<file path="config.mk">
export PLATFORM = sky130hd
export DESIGN_NAME = anita_scaler_bank
export DESIGN_NICKNAME = d
export VERILOG_FILES = /design/src/rtl/anita_scaler_pkg.sv /design/src/rtl/anita_scaler_ch.sv /design/src/rtl/anita_scaler_bank.sv
export SDC_FILE = /design/constraint.sdc
export NUM_CORES = 2
export LEC_CHECK = 0
export ABC_AREA = 1
export CAP_MARGIN = 20
export CORE_MARGIN = 1
export CORE_UTILIZATION = 60
export CTS_CLUSTER_DIAMETER = 50
export DETAILED_ROUTE_END_ITERATION = 8
export DONT_BUFFER_PORTS = 1
export PLACE_DENSITY_LB_ADDON = 0.3
export SLEW_MARGIN = 20
export SYNTH_ARGS = -nofsm -noshare
export SYNTH_HDL_FRONTEND = slang
export SYNTH_SLANG_ARGS = --single-unit
</file>
<file path="constraint.sdc">
create_clock -name clk33_i -period 3.1 [get_ports clk33_i]
set_input_delay 0.465 -clock clk33_i [delete_from_list [all_inputs] [get_ports clk33_i]]
set_output_delay 0.465 -clock clk33_i [all_outputs]
set_load 0.02 [all_outputs]
</file>
<file path="src/rtl/anita_scaler_pkg.sv">
// Shared sizing helpers, status word layout and configuration check for the
// TURF scaler bank.
package anita_scaler_pkg;

    localparam int GATE_TIMEOUT_DEF = 34000000;
    localparam int STAT_TMO_BIT     = 0;
    localparam int STAT_SEQ_LSB     = 16;
    localparam int SEQ_W            = 16;

    function automatic int calc_nw(input int num_ch, input int width);
        return num_ch * width / 32;
    endfunction

    function automatic int calc_no(input int num_ch);
        return num_ch / 32;
    endfunction

    function automatic bit cfg_ok(input int num_ch, input int width, input int prescale);
        return (num_ch > 0) && (num_ch % 32 == 0) &&
               (width == 8 || width == 16 || width == 32) &&
               (prescale >= 0) && (prescale <= 8);
    endfunction

endpackage

</file>
<file path="src/rtl/anita_scaler_ch.sv">
// One scaler channel: rising-edge detect, prescaler, saturating counter and
// gate-latched hold/overflow registers.
module anita_scaler_ch #(
    parameter int WIDTH    = 16,
    parameter int PRESCALE = 0
) (
    input  logic             clk33_i,
    input  logic             rst_i,
    input  logic             trig,
    input  logic             gate,
    output logic [WIDTH-1:0] hold,
    output logic             ovf_hold
);

    localparam int PW = (PRESCALE > 0) ? PRESCALE : 1;

    logic             r1, r2;
    logic [PW-1:0]    presc;
    logic [WIDTH-1:0] count;
    logic             ovf;
    logic             trig_edge;
    logic             wrap;

    assign trig_edge = r1 & ~r2;
    assign wrap      = (PRESCALE == 0) || (presc == '1);

    always_ff @(posedge clk33_i) begin
        if (rst_i) begin
            r1       <= 1'b0;
            r2       <= 1'b0;
            presc    <= '0;
            count    <= '0;
            ovf      <= 1'b0;
            hold     <= '0;
            ovf_hold <= 1'b0;
        end else begin
            r1 <= trig;
            r2 <= r1;
            if (gate) begin
                hold     <= count;
                ovf_hold <= ovf;
                ovf      <= 1'b0;
                // an edge landing on the gate opens the new period
                if (PRESCALE == 0) begin
                    count <= WIDTH'(trig_edge);
                end else begin
                    count <= '0;
                    presc <= PW'(trig_edge);
                end
            end else if (trig_edge) begin
                if (PRESCALE != 0)
                    presc <= presc + 1'b1;
                if (wrap) begin
                    if (count == '1)
                        ovf <= 1'b1;
                    else
                        count <= count + 1'b1;
                end
            end
        end
    end

endmodule

</file>
<file path="src/rtl/anita_scaler_bank.sv">
// Scaler bank top: PPS/timeout gate, period and sequence tracking, NUM_CH
// channel instances and the registered 32-bit readout mux.
module anita_scaler_bank
    import anita_scaler_pkg::*;
#(
    parameter int NUM_CH       = 64,
    parameter int WIDTH        = 16,
    parameter int PRESCALE     = 0,
    parameter int GATE_TIMEOUT = GATE_TIMEOUT_DEF,
    parameter int ADDR_W       = 8
) (
    input  logic              clk33_i,
    input  logic              rst_i,
    input  logic [NUM_CH-1:0] trig_i,
    input  logic              pps_i,
    input  logic [ADDR_W-1:0] scal_addr_i,
    output logic [31:0]       scal_dat_o,
    output logic              upd_o
);

    localparam int NW     = calc_nw(NUM_CH, WIDTH);
    localparam int NO     = calc_no(NUM_CH);
    localparam int A_PER  = NW + NO;
    localparam int A_STAT = NW + NO + 1;
    localparam logic [31:0] TMO_LAST = 32'(GATE_TIMEOUT - 1);

    if (!cfg_ok(NUM_CH, WIDTH, PRESCALE)) begin : g_bad_cfg
        $error("anita_scaler_bank: illegal NUM_CH/WIDTH/PRESCALE");
    end

    logic [1:0]                   pps_r;
    logic                         pps_edge;
    logic                         gate;
    logic [31:0]                  tmo_cnt;
    logic [31:0]                  period;
    logic [31:0]                  period_hold;
    logic [SEQ_W-1:0]             seq;
    logic                         tmo_hold;
    logic [NUM_CH-1:0][WIDTH-1:0] hold;
    logic [NUM_CH-1:0]            ovf_hold;
    logic [NW-1:0][31:0]          hold_w;
    logic [NO-1:0][31:0]          ovf_w;
    logic [31:0]                  addr;
    logic [31:0]                  rd;

    assign pps_edge = pps_r[0] & ~pps_r[1];
    assign gate     = pps_edge | (tmo_cnt == TMO_LAST);

    // channel k sits at bit WIDTH*k of the flat hold vector, which is
    // exactly the word/lane packing seen on the readout bus
    assign hold_w = hold;
    assign ovf_w  = ovf_hold;

    for (genvar k = 0; k < NUM_CH; k++) begin : g_ch
        anita_scaler_ch #(
            .WIDTH    (WIDTH),
            .PRESCALE (PRESCALE)
        ) u_ch (
            .clk33_i  (clk33_i),
            .rst_i    (rst_i),
            .trig     (trig_i[k]),
            .gate     (gate),
            .hold     (hold[k]),
            .ovf_hold (ovf_hold[k])
        );
    end

    always_comb begin
        addr = 32'(scal_addr_i);
        rd   = '0;
        for (int i = 0; i < NW; i++)
            if (addr == 32'(i)) rd = hold_w[i];
        for (int i = 0; i < NO; i++)
            if (addr == 32'(NW + i)) rd = ovf_w[i];
        if (addr == 32'(A_PER))
            rd = period_hold;
        if (addr == 32'(A_STAT)) begin
            rd[STAT_SEQ_LSB +: SEQ_W] = seq;
            rd[STAT_TMO_BIT]          = tmo_hold;
        end
    end

    always_ff @(posedge clk33_i) begin
        if (rst_i) begin
            pps_r       <= '0;
            tmo_cnt     <= '0;
            period      <= '0;
            period_hold <= '0;
            seq         <= '0;
            tmo_hold    <= 1'b0;
            upd_o       <= 1'b0;
            scal_dat_o  <= '0;
        end else begin
            pps_r      <= {pps_r[0], pps_i};
            upd_o      <= gate;
            scal_dat_o <= rd;
            if (gate) begin
                tmo_cnt     <= '0;
                period_hold <= (period == '1) ? '1 : period + 1'b1;
                period      <= '0;
                seq         <= seq + 1'b1;
                tmo_hold    <= ~pps_edge;
            end else begin
                tmo_cnt <= tmo_cnt + 1'b1;
                if (period != '1)
                    period <= period + 1'b1;
            end
        end
    end

endmodule

</file>
== After elaboration in Yosys (flattened, before gate mapping) ==
Index checks and enable logic that the tools add are counted.

* Bits in registers: 2452
* Output and inout bits: 33

* $add $sub $neg: 67
* Equal/unequal tests: 166
* Mux-type cells: 230
* Bitwise operators: 196
* Reductions and logical operators: 258

{| class="wikitable"
|+ Operators by type and width
! cell !! count
|-
| $mux W32 || 36
|-
| $add A16 B1 Y16 const B || 65
|-
| $eq A16 B16 Y1 const B || 64
|-
| $reduce_and A2 Y1 || 192
|-
| $mux W1 || 193
|-
| $not A1 Y1 || 130
|-
| $eq A8 B5 Y1 const B || 16
|-
| $reduce_bool A2 Y1 || 64
|-
| $ne A2 B2 Y1 const B || 63
|-
| $and A1 B1 Y1 || 65
|-
| $add A32 B1 Y32 const B || 2
|-
| $eq A8 B4 Y1 const B || 8
|-
| $eq A32 B26 Y1 const B || 1
|-
| $eq A32 B32 Y1 const B || 1
|-
| $eq A8 B3 Y1 const B || 4
|-
| $eq A8 B6 Y1 const B || 4
|-
| $ne A32 B32 Y1 const B || 1
|-
| $eq A8 B2 Y1 const B || 2
|-
| $mux W16 || 1
|-
| $eq A8 B1 Y1 const B || 1
|-
| $logic_not A8 Y1 || 1
|-
| $ne A2 B1 Y1 const B || 1
|-
| $reduce_or A2 Y1 || 1
|-
| $or A1 B1 Y1 || 1
|}

== Logic depth before layout (Yosys ltp) ==
* Depth in word-level cells: 37
* Mapped depth: 27
* Mapped depth without buffers: 26

== Modules after synthesis ==
Synthesis repeated with hierarchy kept, for this count alone.

* Cell total of the unflattened synthesis: 17758
* Area, all modules: 119821.2 sq um

{| class="wikitable"
|+ By module, submodules not included
! module !! instances !! cells each !! area an instance (sq um) !! sequential area each (sq um)
|-
| anita_scaler_ch at g_ch[0].u_ch ... || 55 || 233 || 1639.1 || 720.7
|-
| anita_scaler_bank || 1 || 2936 || 15033.2 || 2962.8
|-
| anita_scaler_ch at g_ch[59].u_ch ... || 9 || 223 || 1626.6 || 720.7
|}

== Least setup slack after synthesis ==
Ideal clock, no wire load.

* Path type: register to register
* Start point: register tmo_cnt[0]
* End point: register tmo_cnt[30]
* Library setup time: 0.058 ns
* Arrival time: 2.593 ns
* Required time: 3.042 ns
* Path slack: 0.449 ns
* Cell stages (with the launch flop): 22
* Buffers on the path: 0
* Path through: dfxtp_1 ha_1 nand2_2 nor2_2 inv_2 nor2_4 nand2_4 nor2_4 inv_2 nor3_4 nand3_2 nor2_4 nand3_4 nor4_4 nand4_2 nor2_2 nand2_2 nor2_2 and3_1 nand2_1 a21oi_1 o21a_1

* Longest elaborated chain between the ends: 3
* Elaborated cells on any way between the ends: 4

{| class="wikitable"
|+ RTL lines
! item !! RTL line !! text
|-
| start, declared || anita_scaler_bank.sv:34 || <nowiki>logic [31:0] tmo_cnt;</nowiki>
|-
| start signal, assigned || anita_scaler_bank.sv:104 || <nowiki>tmo_cnt <= tmo_cnt + 1'b1;</nowiki>
|-
| parallel branches: the longest is 3 deep, another holds $add A32 B1 Y32 || n/a ||
|}

Several ways; the timed one is not identified.
A chain may end at the register's enable or synchronous reset.

== Final worst setup path ==
* Start point: register g_ch[3].u_ch.hold[9]
* End point: register scal_dat_o[25]

* Longest elaborated chain between the ends: 35

{| class="wikitable"
|+ RTL lines
! item !! RTL line !! text
|-
| start, declared || anita_scaler_ch.sv:11 || <nowiki>output logic [WIDTH-1:0] hold,</nowiki>
|-
| start signal, assigned || anita_scaler_ch.sv:40 || <nowiki>hold <= count;</nowiki>
|-
| $mux W32 (31 in series) || anita_scaler_bank.sv:72 || <nowiki>if (addr == 32'(i)) rd = hold_w[i];</nowiki>
|-
| $mux W32 (2 in series) || anita_scaler_bank.sv:74 || <nowiki>if (addr == 32'(NW + i)) rd = ovf_w[i];</nowiki>
|-
| $mux W32 || anita_scaler_bank.sv:75 || <nowiki>if (addr == 32'(A_PER))</nowiki>
|-
| $mux W16 || anita_scaler_bank.sv:77 || <nowiki>if (addr == 32'(A_STAT)) begin</nowiki>
|-
| end signal, assigned || anita_scaler_bank.sv:96 || <nowiki>scal_dat_o <= rd;</nowiki>
|-
| end, declared || anita_scaler_bank.sv:17 || <nowiki>output logic [31:0] scal_dat_o,</nowiki>
|}

No other way between the ends.

==> results_dict.tcl <==
set metrics [dict create \
    p_leak_uw 0.0411 \
    grt_pass1_vias 88900 \
    numClockSinks 2452 \
    port_buffers 0 \
    synthTopCellsByArea "dfxtp_1, nand2_1, inv_1, o21ai_0, nor2_1" \
    netSwitchingPower_uw 15100 \
    hold_path_class "input port to register" \
    r2r-start "g_ch[3].u_ch.hold[9]" \
    synth_top_area_cell "dfxtp_1" \
    yosysUniqueCellTypes 55 \
    initial_core_util_pct 60.6 \
    worstMarginPinSlew_ns 1.01 \
    drc 0 \
    die_x_um 411 \
    fin_crit_ns 3.26 \
    syn_inst 13700 \
    antenna_found_initial 14 \
    grtUsageTotal_pct 39.0 \
    cap_violations 0 \
    pwr-share-seq_pct 47.9 \
    worst_clock_skew_ns 0.0492 \
    grt_start_max_net_pins 163 \
    synth_area_um2 100000 \
    ctsHtreeMaxLevel 5 \
    drv_slew 0 \
    drtIter0Drc 11300 \
    synth_most_common_cell "nand2_1" \
    totalWireLength_um 345000 \
    synth_top_area_share_pct 48.9 \
    synth_nets 13900 \
    place_ws_ns -0.859 \
    whs_path_depth 1 \
    reg2reg_slack_ns -0.16 \
    synth_seq_area_share_pct 48.9 \
    violations "negative hold slack, negative setup slack" \
    setup_viol 8 \
    final_hold_viol_count 12 \
    yosys_warnings 0 \
    synth_flop_cell "dfxtp_1" \
    via_count 96500 \
    synth.avg_cell_area_um2 7.32 \
    ir_drop_uv 606 \
    switching_share_pct 22.6 \
    power_density_nw_per_um2 568 \
    core_area_um2 166000 \
    combPwrFrac_pct 4.0 \
    grt.overflow.total 0 \
    min_period_over_period_pct 105 \
    endpoint_kind "register" \
    nNetsFinal 14300 \
    cts_hold_buf 200 \
    status "complete, but fails checks" \
    drtPass1Iterations 8 \
    crit_fanout 2 \
    gp_congestion 1.07 \
    max_freq_mhz 306 \
    die_area_um2 169000 \
    ant_nets 0 \
    whs_ns -0.340 \
    hpwl_um 249000 \
    cts_made_buffers 275 \
    clk_path_buf_depth 4 \
    synth_edf_count 0 \
    row_count 149 \
    boundaryPins 108 \
    via_per_inst 5.85 \
    grt_pass1_wl_um 511000 \
    hold_path_end "scal_dat_o[5]" \
    rsz0062_at_grt "true" \
    cp-start-kind "register" \
    die_y_um 411 \
    power_uw 66800 \
    hp-start "rst_i" \
    area_growth_pct 17.0 \
    synthTopCellsByCount "nand2_1, dfxtp_1, inv_1" \
    r2r_end "scal_dat_o[25]" \
    path_clk_slew_ns 0.06 \
    drive_gt1_share_pct 8.66 \
    setup_ws_ns -0.165 \
    worst-setup-path-type "register to register" \
    synthArstFlopShare_pct 0 \
    ys_ff_latch 2452 \
    internal-power_uw 51700 \
    required_ns 3.93 \
    cts_root_buffer "clkbuf_16" \
    clkLatencyLatePin_ns 0.94 \
    cts_tree "yes" \
    wire_per_inst_um 20.9 \
    p_clk_share_pct 48.1 \
    cp.arrival_ns 4.10 \
    max-slew-margin-rel_pct 32.3 \
    r2r_cells 23 \
]
==> layer usage <==
metal  routed length (um)  GRT usage, %  vias to the layer above  share of wire [%]
li1                     -             -                    45700                  -
met1               141000          52.6                    45400                 41
met2               149000          59.4                     4480                 43
met3                36100          8.15                      863                 10
met4                18600          19.1                        6                5.4
met5                   23             0                        -             0.0067
==> power by group through the flow <==
| stage | clock [uW] | combinational, uW | sequential, uW |
|---|---|---|---|
| 6_report | 32100 | 2700 | 31900 |
| 5_1_grt | 33500 | 2900 | 32000 |
| 4_1_cts | 32200 | 2570 | 31900 |
| 3_5_place_dp | 0 | 2370 | 32600 |
| 3_3_place_gp | 0 | 2300 | 32600 |
| 2_1_floorplan | 0 | 1510 | 32600 |
==> logic make-up (layout without fill, tap and decap cells) <==
kind of cell    count (synthesis)  after routing  share of synthesized area (%)
simple gates                 5416           5416                           23.2
compound gates               3023           3023                           16.5
buf+inv                      2705           3295                           10.2
flops                        2452           2452                           48.9
fa+ha+maj                      67             67                          0.835
xor+xnor                       50             50                          0.436
other cells                     0             10                              0
==> critical path, stage by stage (launching register included) <==
cell and delay [ns]:
dfxtp_2 0.32, inv_2 0.06, o21ai_2 0.06, nor2_1 0.12
buf_4 0.18, nand4_1 0.13, nor2_1 0.16, nand4_1 0.20
nor2_2 0.18, nand4_1 0.17, nor2_1 0.14, nand4_1 0.19
nor2_1 0.17, nand4_1 0.17, nor2_1 0.13, nand4_1 0.17
nor2_2 0.17, nand3_1 0.09, nand2_1 0.07, nand3_1 0.06
nand2_1 0.08, nand3_1 0.07, nand2_1 0.07, inv_1 0.03
==> layout by cell type, fill, tap and decap left out, types with 10 or more instances in the layout <==
master,synthesis,final
nand2_1,2632,2595
dfxtp_1,2452,2416
inv_1,2176,2139
o21ai_0,1435,1427
nor2_1,1273,1149
a21oi_1,877,869
nor3_1,527,499
nand4_1,365,365
buf_4,1,360
o22ai_1,338,338
clkbuf_16,0,284
nand3_1,312,279
dlygate4sd3_1,0,199
nor4_1,177,168
nor2_2,14,121
o21a_1,93,93
a22o_1,76,76
buf_12,0,71
a31oi_1,68,68
ha_1,67,65
nor3b_1,63,63
clkbuf_8,0,60
clkbuf_1,491,47
inv_2,14,46
xor2_1,45,45
clkinv_2,0,40
nand2_2,5,38
a211oi_1,35,35
dfxtp_2,0,32
nor3_2,7,28
nand3_2,3,28
o31ai_1,28,28
a221oi_1,24,24
nor2_4,3,20
a22oi_1,19,19
o21ai_1,11,13
bufinv_16,0,12
diode_2,0,10
and3_1,10,10
==> worst max path at each step <==
stage,to,cells after the start,slack (ns),start
floorplan,tmo_cnt[30],21,0.45,tmo_cnt[0]
global placement,scal_dat_o[16],25,-0.85,scal_addr_i[4]
detailed placement,scal_dat_o[26],25,-0.86,scal_addr_i[4]
CTS,scal_dat_o[16],22,-0.10,g_ch[1].u_ch.hold[0]
global route,tmo_cnt[30],22,-0.33,tmo_cnt[1]
finish,scal_dat_o[25],23,-0.16,g_ch[3].u_ch.hold[9]
==> through the flow <==
step	utilization (%)	TNS [ns]	hold WS, ns	instance area, um^2	instances
2_1_floorplan	-	0	0.402	100000	13700
3_3_place_gp	63.6	-20.61	0.414	105000	15800
3_5_place_dp	63.6	-21.57	0.422	105000	15800
4_1_cts	70.2	-0.285	-0.368	116000	16500
5_1_grt	70.9	-4.41	-0.366	117000	16500
6_report	71.0	-0.822	-0.340	117000	16500
==> sequential cells by signal, summed over array words and instances, names as in the netlist <==
| name | flops |
|---|---|
| g_ch.u_ch.count | 1024 |
| g_ch.u_ch.hold | 1024 |
| g_ch.u_ch.ovf | 64 |
| g_ch.u_ch.ovf_hold | 64 |
| g_ch.u_ch.r1 | 64 |
| g_ch.u_ch.r2 | 64 |
| period | 32 |
| period_hold | 32 |
| pps_r | 2 |
| scal_dat_o | 32 |
| seq | 16 |
| tmo_cnt | 32 |
| tmo_hold | 1 |
| upd_o | 1 |
==> area by class of cell <==
class	instances	area, um^2
inverters	2195	8280
multi-input cells	8556	42200
well taps	2189	2740
flip-flops and latches	2452	49100
repair buffers	637	6240
clock buffers	389	8060
diodes	10	25.0
clock inverters	74	766
fillers	13400	48100
==> what timing repair did <==
| item | 4_1_cts | 5_1_grt |
|---|---|---|
| endpoints found under the setup margin | 31 | 121 |
| gates resized for setup | 39 | 314 |
| endpoints found under the hold margin | 163 | 12 |
| gates cloned | 0 | 2 |
| pin swaps | 6 | 127 |
| setup buffers | 1 | 31 |
No activity file was read; power rests on OpenSTA's default activity.
